$ cat config.mk
export PLATFORM = sky130hd
export DESIGN_NAME = dp_dmi_ctrl
export DESIGN_NICKNAME = d
export VERILOG_FILES = /design/src/rtl/dp_dmi_pkg.sv /design/src/rtl/dp_dmi_timeout.sv /design/src/rtl/dp_dmi_ctrl.sv
export SDC_FILE = /design/constraint.sdc
export NUM_CORES = 1
export LEC_CHECK = 0
export ABC_AREA = 1
export CORE_MARGIN = 2
export CORE_UTILIZATION = 35
export CTS_BUF_LIST = sky130_fd_sc_hd__clkbuf_8
export CTS_CLUSTER_SIZE = 25
export DETAILED_ROUTE_END_ITERATION = 8
export GPL_TIMING_DRIVEN = 0
export PLACE_DENSITY = 0.69
export RECOVER_POWER = 25
export SYNTH_ARGS = -nofsm -noshare
export SYNTH_HDL_FRONTEND = slang
export SYNTH_SLANG_ARGS = --single-unit
$ cat constraint.sdc
create_clock -name iclk -period 2.1 [get_ports iclk]
set_clock_uncertainty 0.05 [all_clocks]
set_input_delay 0.42 -clock iclk [delete_from_list [all_inputs] [get_ports iclk]]
set_output_delay 0.42 -clock iclk [all_outputs]
set_load 0.1 [all_outputs]
$ cat src/rtl/dp_dmi_pkg.sv
// Shared types and defaults for the DMI transaction controller.
package dp_dmi_pkg;

  localparam int unsigned DMI_ABITS = 7;
  localparam int unsigned DMI_DBITS = 32;

  typedef enum logic [1:0] {
    OP_NOP   = 2'd0,
    OP_READ  = 2'd1,
    OP_WRITE = 2'd2,
    OP_RSV   = 2'd3
  } dmi_op_e;

  typedef enum logic [1:0] {
    ST_OK     = 2'd0,
    ST_FAILED = 2'd2,
    ST_BUSY   = 2'd3
  } dmi_status_e;

  typedef enum logic [1:0] {
    S_IDLE = 2'd0,
    S_REQ  = 2'd1,
    S_RSP  = 2'd2
  } dmi_state_e;

  function automatic logic op_is_access(input logic [1:0] op);
    return (op == OP_READ) || (op == OP_WRITE);
  endfunction

endpackage

$ cat src/rtl/dp_dmi_timeout.sv
// Loadable saturating down-counter; expire_o pulses on every enabled cycle at zero.
module dp_dmi_timeout #(
  parameter int unsigned TO_CYCLES = 1023
) (
  input  logic clk_i,
  input  logic rst_i,
  input  logic load_i,
  input  logic en_i,
  output logic expire_o
);

  localparam int unsigned CW = (TO_CYCLES > 1) ? $clog2(TO_CYCLES) : 1;
  // Loading TO_CYCLES-1 makes the TO_CYCLES-th enabled cycle the expiring one.
  localparam logic [CW-1:0] LOAD_VAL = (TO_CYCLES == 0) ? '0 : CW'(TO_CYCLES - 1);

  logic [CW-1:0] cnt_q, cnt_d;

  always_comb begin
    cnt_d = cnt_q;
    if (load_i) begin
      cnt_d = LOAD_VAL;
    end else if (en_i && (cnt_q != '0)) begin
      cnt_d = cnt_q - CW'(1);
    end
  end

  always_ff @(posedge clk_i) begin
    if (rst_i) begin
      cnt_q <= '0;
    end else begin
      cnt_q <= cnt_d;
    end
  end

  always_comb begin
    expire_o = (TO_CYCLES != 0) && en_i && !load_i && (cnt_q == '0);
  end

endmodule

$ cat src/rtl/dp_dmi_ctrl.sv
// DMI transaction sequencer: one request per DR update, sticky status, capture data/status.
module dp_dmi_ctrl
  import dp_dmi_pkg::*;
#(
  parameter int unsigned ABITS     = DMI_ABITS,
  parameter int unsigned DBITS     = DMI_DBITS,
  parameter int unsigned TO_CYCLES = 1023
) (
  input  logic             iclk,
  input  logic             ireset,
  input  logic             upd_dmi,
  input  logic             cap_dmi,
  input  logic [ABITS-1:0] dmi_addr,
  input  logic [DBITS-1:0] dmi_data,
  input  logic [1:0]       dmi_op,
  input  logic             dmireset,
  input  logic             dmihardreset,
  output logic [DBITS-1:0] cap_data,
  output logic [1:0]       cap_op,
  output logic             dmi_busy,
  output logic [1:0]       dmistat,
  output logic             req_valid,
  input  logic             req_ready,
  output logic [ABITS-1:0] req_addr,
  output logic [DBITS-1:0] req_data,
  output logic [1:0]       req_op,
  input  logic             rsp_valid,
  output logic             rsp_ready,
  input  logic [DBITS-1:0] rsp_data,
  input  logic [1:0]       rsp_op
);

  dmi_state_e       state_q, state_d;
  logic [ABITS-1:0] req_addr_q, req_addr_d;
  logic [DBITS-1:0] req_data_q, req_data_d;
  logic [1:0]       req_op_q, req_op_d;
  logic [DBITS-1:0] cap_data_q, cap_data_d;
  dmi_status_e      sticky_q, sticky_d;
  dmi_status_e      cap_op_q, cap_op_d;

  logic busy;
  logic launch;
  logic to_expire;
  logic soft_rst;

  always_comb begin
    soft_rst = ireset | dmihardreset;
    busy     = (state_q != S_IDLE);
    launch   = (state_q == S_IDLE) && upd_dmi && op_is_access(dmi_op) && (sticky_q == ST_OK);
  end

  dp_dmi_timeout #(
    .TO_CYCLES(TO_CYCLES)
  ) u_timeout (
    .clk_i   (iclk),
    .rst_i   (soft_rst),
    .load_i  (launch),
    .en_i    (busy),
    .expire_o(to_expire)
  );

  always_comb begin
    state_d    = state_q;
    req_addr_d = req_addr_q;
    req_data_d = req_data_q;
    req_op_d   = req_op_q;
    cap_data_d = cap_data_q;
    sticky_d   = sticky_q;

    if (busy && (upd_dmi || cap_dmi) && (sticky_q == ST_OK)) begin
      sticky_d = ST_BUSY;
    end

    case (state_q)
      S_IDLE: begin
        if (launch) begin
          state_d    = S_REQ;
          req_addr_d = dmi_addr;
          req_data_d = dmi_data;
          req_op_d   = dmi_op;
        end
      end
      S_REQ: begin
        // A completed handshake takes priority over a coincident timeout.
        if (req_ready) begin
          state_d = S_RSP;
        end else if (to_expire) begin
          state_d  = S_IDLE;
          sticky_d = ST_FAILED;
        end
      end
      S_RSP: begin
        if (rsp_valid) begin
          state_d = S_IDLE;
          if (req_op_q == OP_READ) begin
            cap_data_d = rsp_data;
          end
          if (rsp_op != 2'b00) begin
            sticky_d = ST_FAILED;
          end
        end else if (to_expire) begin
          state_d  = S_IDLE;
          sticky_d = ST_FAILED;
        end
      end
      default: begin
        state_d = S_IDLE;
      end
    endcase

    if (dmireset) begin
      sticky_d = ST_OK;
    end

    cap_op_d = (busy && cap_dmi) ? ST_BUSY : sticky_d;
  end

  always_ff @(posedge iclk) begin
    if (ireset) begin
      state_q    <= S_IDLE;
      req_addr_q <= '0;
      req_data_q <= '0;
      req_op_q   <= '0;
      cap_data_q <= '0;
      sticky_q   <= ST_OK;
      cap_op_q   <= ST_OK;
    end else if (dmihardreset) begin
      state_q    <= S_IDLE;
      req_addr_q <= '0;
      req_data_q <= '0;
      req_op_q   <= '0;
      sticky_q   <= ST_OK;
      cap_op_q   <= ST_OK;
    end else begin
      state_q    <= state_d;
      req_addr_q <= req_addr_d;
      req_data_q <= req_data_d;
      req_op_q   <= req_op_d;
      cap_data_q <= cap_data_d;
      sticky_q   <= sticky_d;
      cap_op_q   <= cap_op_d;
    end
  end

  always_comb begin
    req_valid = (state_q == S_REQ);
    rsp_ready = (state_q == S_RSP);
    dmi_busy  = busy;
    dmistat   = sticky_q;
    cap_op    = cap_op_q;
    cap_data  = cap_data_q;
    req_addr  = req_addr_q;
    req_data  = req_data_q;
    req_op    = req_op_q;
  end

endmodule

==> impl_metrics.csv, run 1 <==
group,metric,value,unit
synth,yosys.cell_types.count,34,
synth,syn-mean-instance-area,7.61,um2
hold_path,min_path_type,"reg2reg",
worst_setup_path,endpoint_kind,"output pin",
worst_setup_path,worstPathArrival,1.58,ns
routing,wl_met3,792,um
floorplanning,placementRows,37,
worst_setup_path,slowest_delay,0.88,ns
global_route,grt.total_usage,17.8,%
placement,gp_congestion,0.830,
routing,drtAntennaViolNets,0,
clock_network,postCtsSetupBuffers,0,
placement,portBuffers,162,
floorplanning,die-area,0.0112,mm2
floorplanning,core,0.0102,mm2
routing,vias,3619,
routing,dr_wl_met2,4530,um
floorplanning,initial_core_util,35.5,%
worst_setup_path,path_delay_family,"buffers and inverters",
routing,post_drt_wl_per_cell,12.6,um
power,power,3.66,mW
sta,finalHoldViolCount,0,
synth,synthCells,475,
sta,slew_headroom,33.3,%
floorplanning,chipHeight,106,um
clock_network,holdBufCountCts,0,
clock_network,cts_root_buf,"clkbuf_8",
global_route,grt_pass1_vias,3509,
placement,hpwl,7610,um
clock_network,cts_buffers,9,
synth,synthesis.area,0.00362,mm2
layout,instances_no_fill,789,
placement,preCtsSetupSlack,-0.381,ns
clock_network,cts_sinks,89,
sta,setup_ws,0.0507,ns
hold_path,min_to,"req_data[18]",
routing,drt-vias-per-instance,4.59,
hold_path,min-delay-start,"req_data[18]",
layout,final_cell_mix,"nor2_1, dfxtp_1, clkdlybuf4s50_1",
layout,final_layout_size_suffix_gt1_share,6.89,%
routing,wl_met1,4470,um
clock_network,clock_path_buffers,2,
worst_setup_path,worst_r2r_path_depth,12,
hold_path,whs_path_depth,2,
sta,rsz0062_at_grt,"false",
global_route,grt-ovfl-total,0,
floorplanning,die_width,106,um
clock_network,clock_latency,0.34,ns
worst_setup_path,crit_buf_inv,1,
routing,drc,0,
worst_setup_path,critPathMaxFanout,2,
synth,synth_warnings,0,
worst_setup_path,ff2ff_setup_slack,0.13,ns
worst_setup_path,path_class,"reg2out",
worst_setup_path,start_kind,"register",
worst_setup_path,crit_chain,"dlygate4sd2_1",
synth,synth_nets,564,
power,peakVddDrop,296,uV
layout,area_delta_synth_final,50.9,%
routing,drtPass1Iterations,4,
floorplanning,io_pins,163,
run_status,status,"finished, final reports clean",
routing,top_layer,"met4",
worst_setup_path,required,1.63,ns
clock_network,h-tree-depth,3,
worst_setup_path,rr_endpoint,"u_timeout.cnt_q[1]",
layout,num-fill-cells,1004,
global_route,grt_max_degree,17,
placement,dp_cells,773,
sta,worst_pin_slew,1.00,ns
global_route,grt_pass1_wl,16300,um
synth,ys_ff_latch,89,
worst_setup_path,worstReg2RegStart,"u_timeout.cnt_q[0]",
layout,multi_input_area,0.00155,mm2
clock_network,clk_pin_slew,0.10,ns
synth,seq_area_frac_synth,49.3,%
clock_network,cts_tree,"yes",
routing,wl,9960,um
power,p_leak,2.52,nW
global_route,antenna_found_initial,0,
sta,setup_viol,0,
power,powerDensity,670,mW/mm2
sta,fin_crit_sh,97.6,%
worst_setup_path,slowest_stage,"dlygate4sd2_1",
sta,maxSlewViolCount,0,
run,maxCapViolCount,0,
sta,max_freq,488,MHz
layout,seq_area,0.00178,mm2
routing,drt_iter0_drc,194,
layout,nets,737,
layout,final_common_cell,"nor2_1",
layout,diodes,0,
sta,min_period,2.05,ns
## worst max-delay path by stage
stage	from	end	slack, ns	depth (start not counted)
floorplan	dmistat[0]	req_data[24]	0.09	8
global placement	state_q[0]	dmi_busy	-0.38	4
detailed placement	state_q[0]	dmi_busy	-0.38	4
CTS	req_op[0]	req_op[0]	0.01	1
global route	req_op[1]	req_op[1]	0.0007	1
finish	cap_data[11]	cap_data[11]	0.05	1
## cell usage after synthesis (all sizes together)
cell | n | area (um2)
a211oi | 1 | 12.5
o22ai | 1 | 6.26
o21ai | 79 | 395
o31ai | 1 | 7.51
nand3b | 1 | 7.51
or3 | 1 | 6.26
o211ai | 4 | 45.1
buf | 11 | 96.3
nor2 | 167 | 661
nand4 | 3 | 18.8
xor2 | 5 | 43.8
nand2 | 39 | 151
inv | 27 | 101
dfxtp | 89 | 1780
nand3 | 11 | 70.1
xnor2 | 1 | 8.76
ha | 6 | 75.1
clkinv | 2 | 12.5
a31oi | 1 | 6.26
clkbuf | 14 | 53.8
nor3 | 2 | 10.0
a21oi | 9 | 45.0
## state kept, by name, summed over array words and instances (netlist names)
register,count
req_data,32
u_timeout.cnt_q,10
state_q,2
req_addr,7
cap_data,32
dmistat,2
cap_op,2
req_op,2
## metal layers
layer | global-route usage, % | vias to the layer above
met2 | 29.4 | 126
li1 | - | 1856
met1 | 22.1 | 1627
met5 | 0 | -
met4 | 7.61 | 0
met3 | 4.45 | 10
## worst register-to-register path: cells and delay by family, from the launching register on
family	cells	cell delay (ns)
compound gates	1	0.15
fa+ha+maj	1	0.17
buf+inv	5	0.49
flops	1	0.35
simple gates	5	0.63
## report_power, final
part	internal [mW]	switching (mW)	total, mW
Sequential	1.73	0.0296	1.76
Clock	0.439	0.637	1.08
Combinational	0.288	0.529	0.817
## metrics by stage
stage	utilization [%]	instance area (um2)	TNS (ns)	hold slack [ns]
after floorplan	-	3620	0	0.429
after global placement	53.1	5410	-1.03	0.412
after detailed placement	53.1	5410	-1.54	0.422
after global routing	53.6	5460	0	0.455
after CTS	53.8	5480	0	0.439
final	53.6	5460	0	0.433
## layout make-up
class	instances	area share, %
buffer	25	2.80
clock buffer	9	2.27
clock inverter	7	0.986
inverter	29	2.02
multi-input combinational	332	28.3
sequential	89	32.7
tap	136	3.12
timing repair buffer	162	27.8
## logic make-up (layout without fill, tap and decap cells)
kind of cell    count (synthesis)  count (layout)  synth area share [%]
flops                          89              89                  49.3
simple gates                  224             224                  25.6
compound gates                 96              96                  14.3
buf+inv                        54             232                  7.30
xor+xnor                        6               6                  1.45
fa+ha+maj                       6               6                  2.08
## what timing repair did
action                     CTS  global route
cloned                       0             0
setup endpoints to repair   80            13
gates resized for setup     94             9
Note: power is estimated with default switching activity, not from simulation.
==> run 2: changes to the inputs <==
--- a/config.mk
+++ b/config.mk
@@ -6,6 +6,7 @@
 export NUM_CORES = 1
 export LEC_CHECK = 0
 export ABC_AREA = 1
+export CAP_MARGIN = 0
 export CORE_MARGIN = 2
 export CORE_UTILIZATION = 35
 export CTS_BUF_LIST = sky130_fd_sc_hd__clkbuf_8
==> results of run 2 <==
Final layout, timing and power as in run 1 (identical DEF).
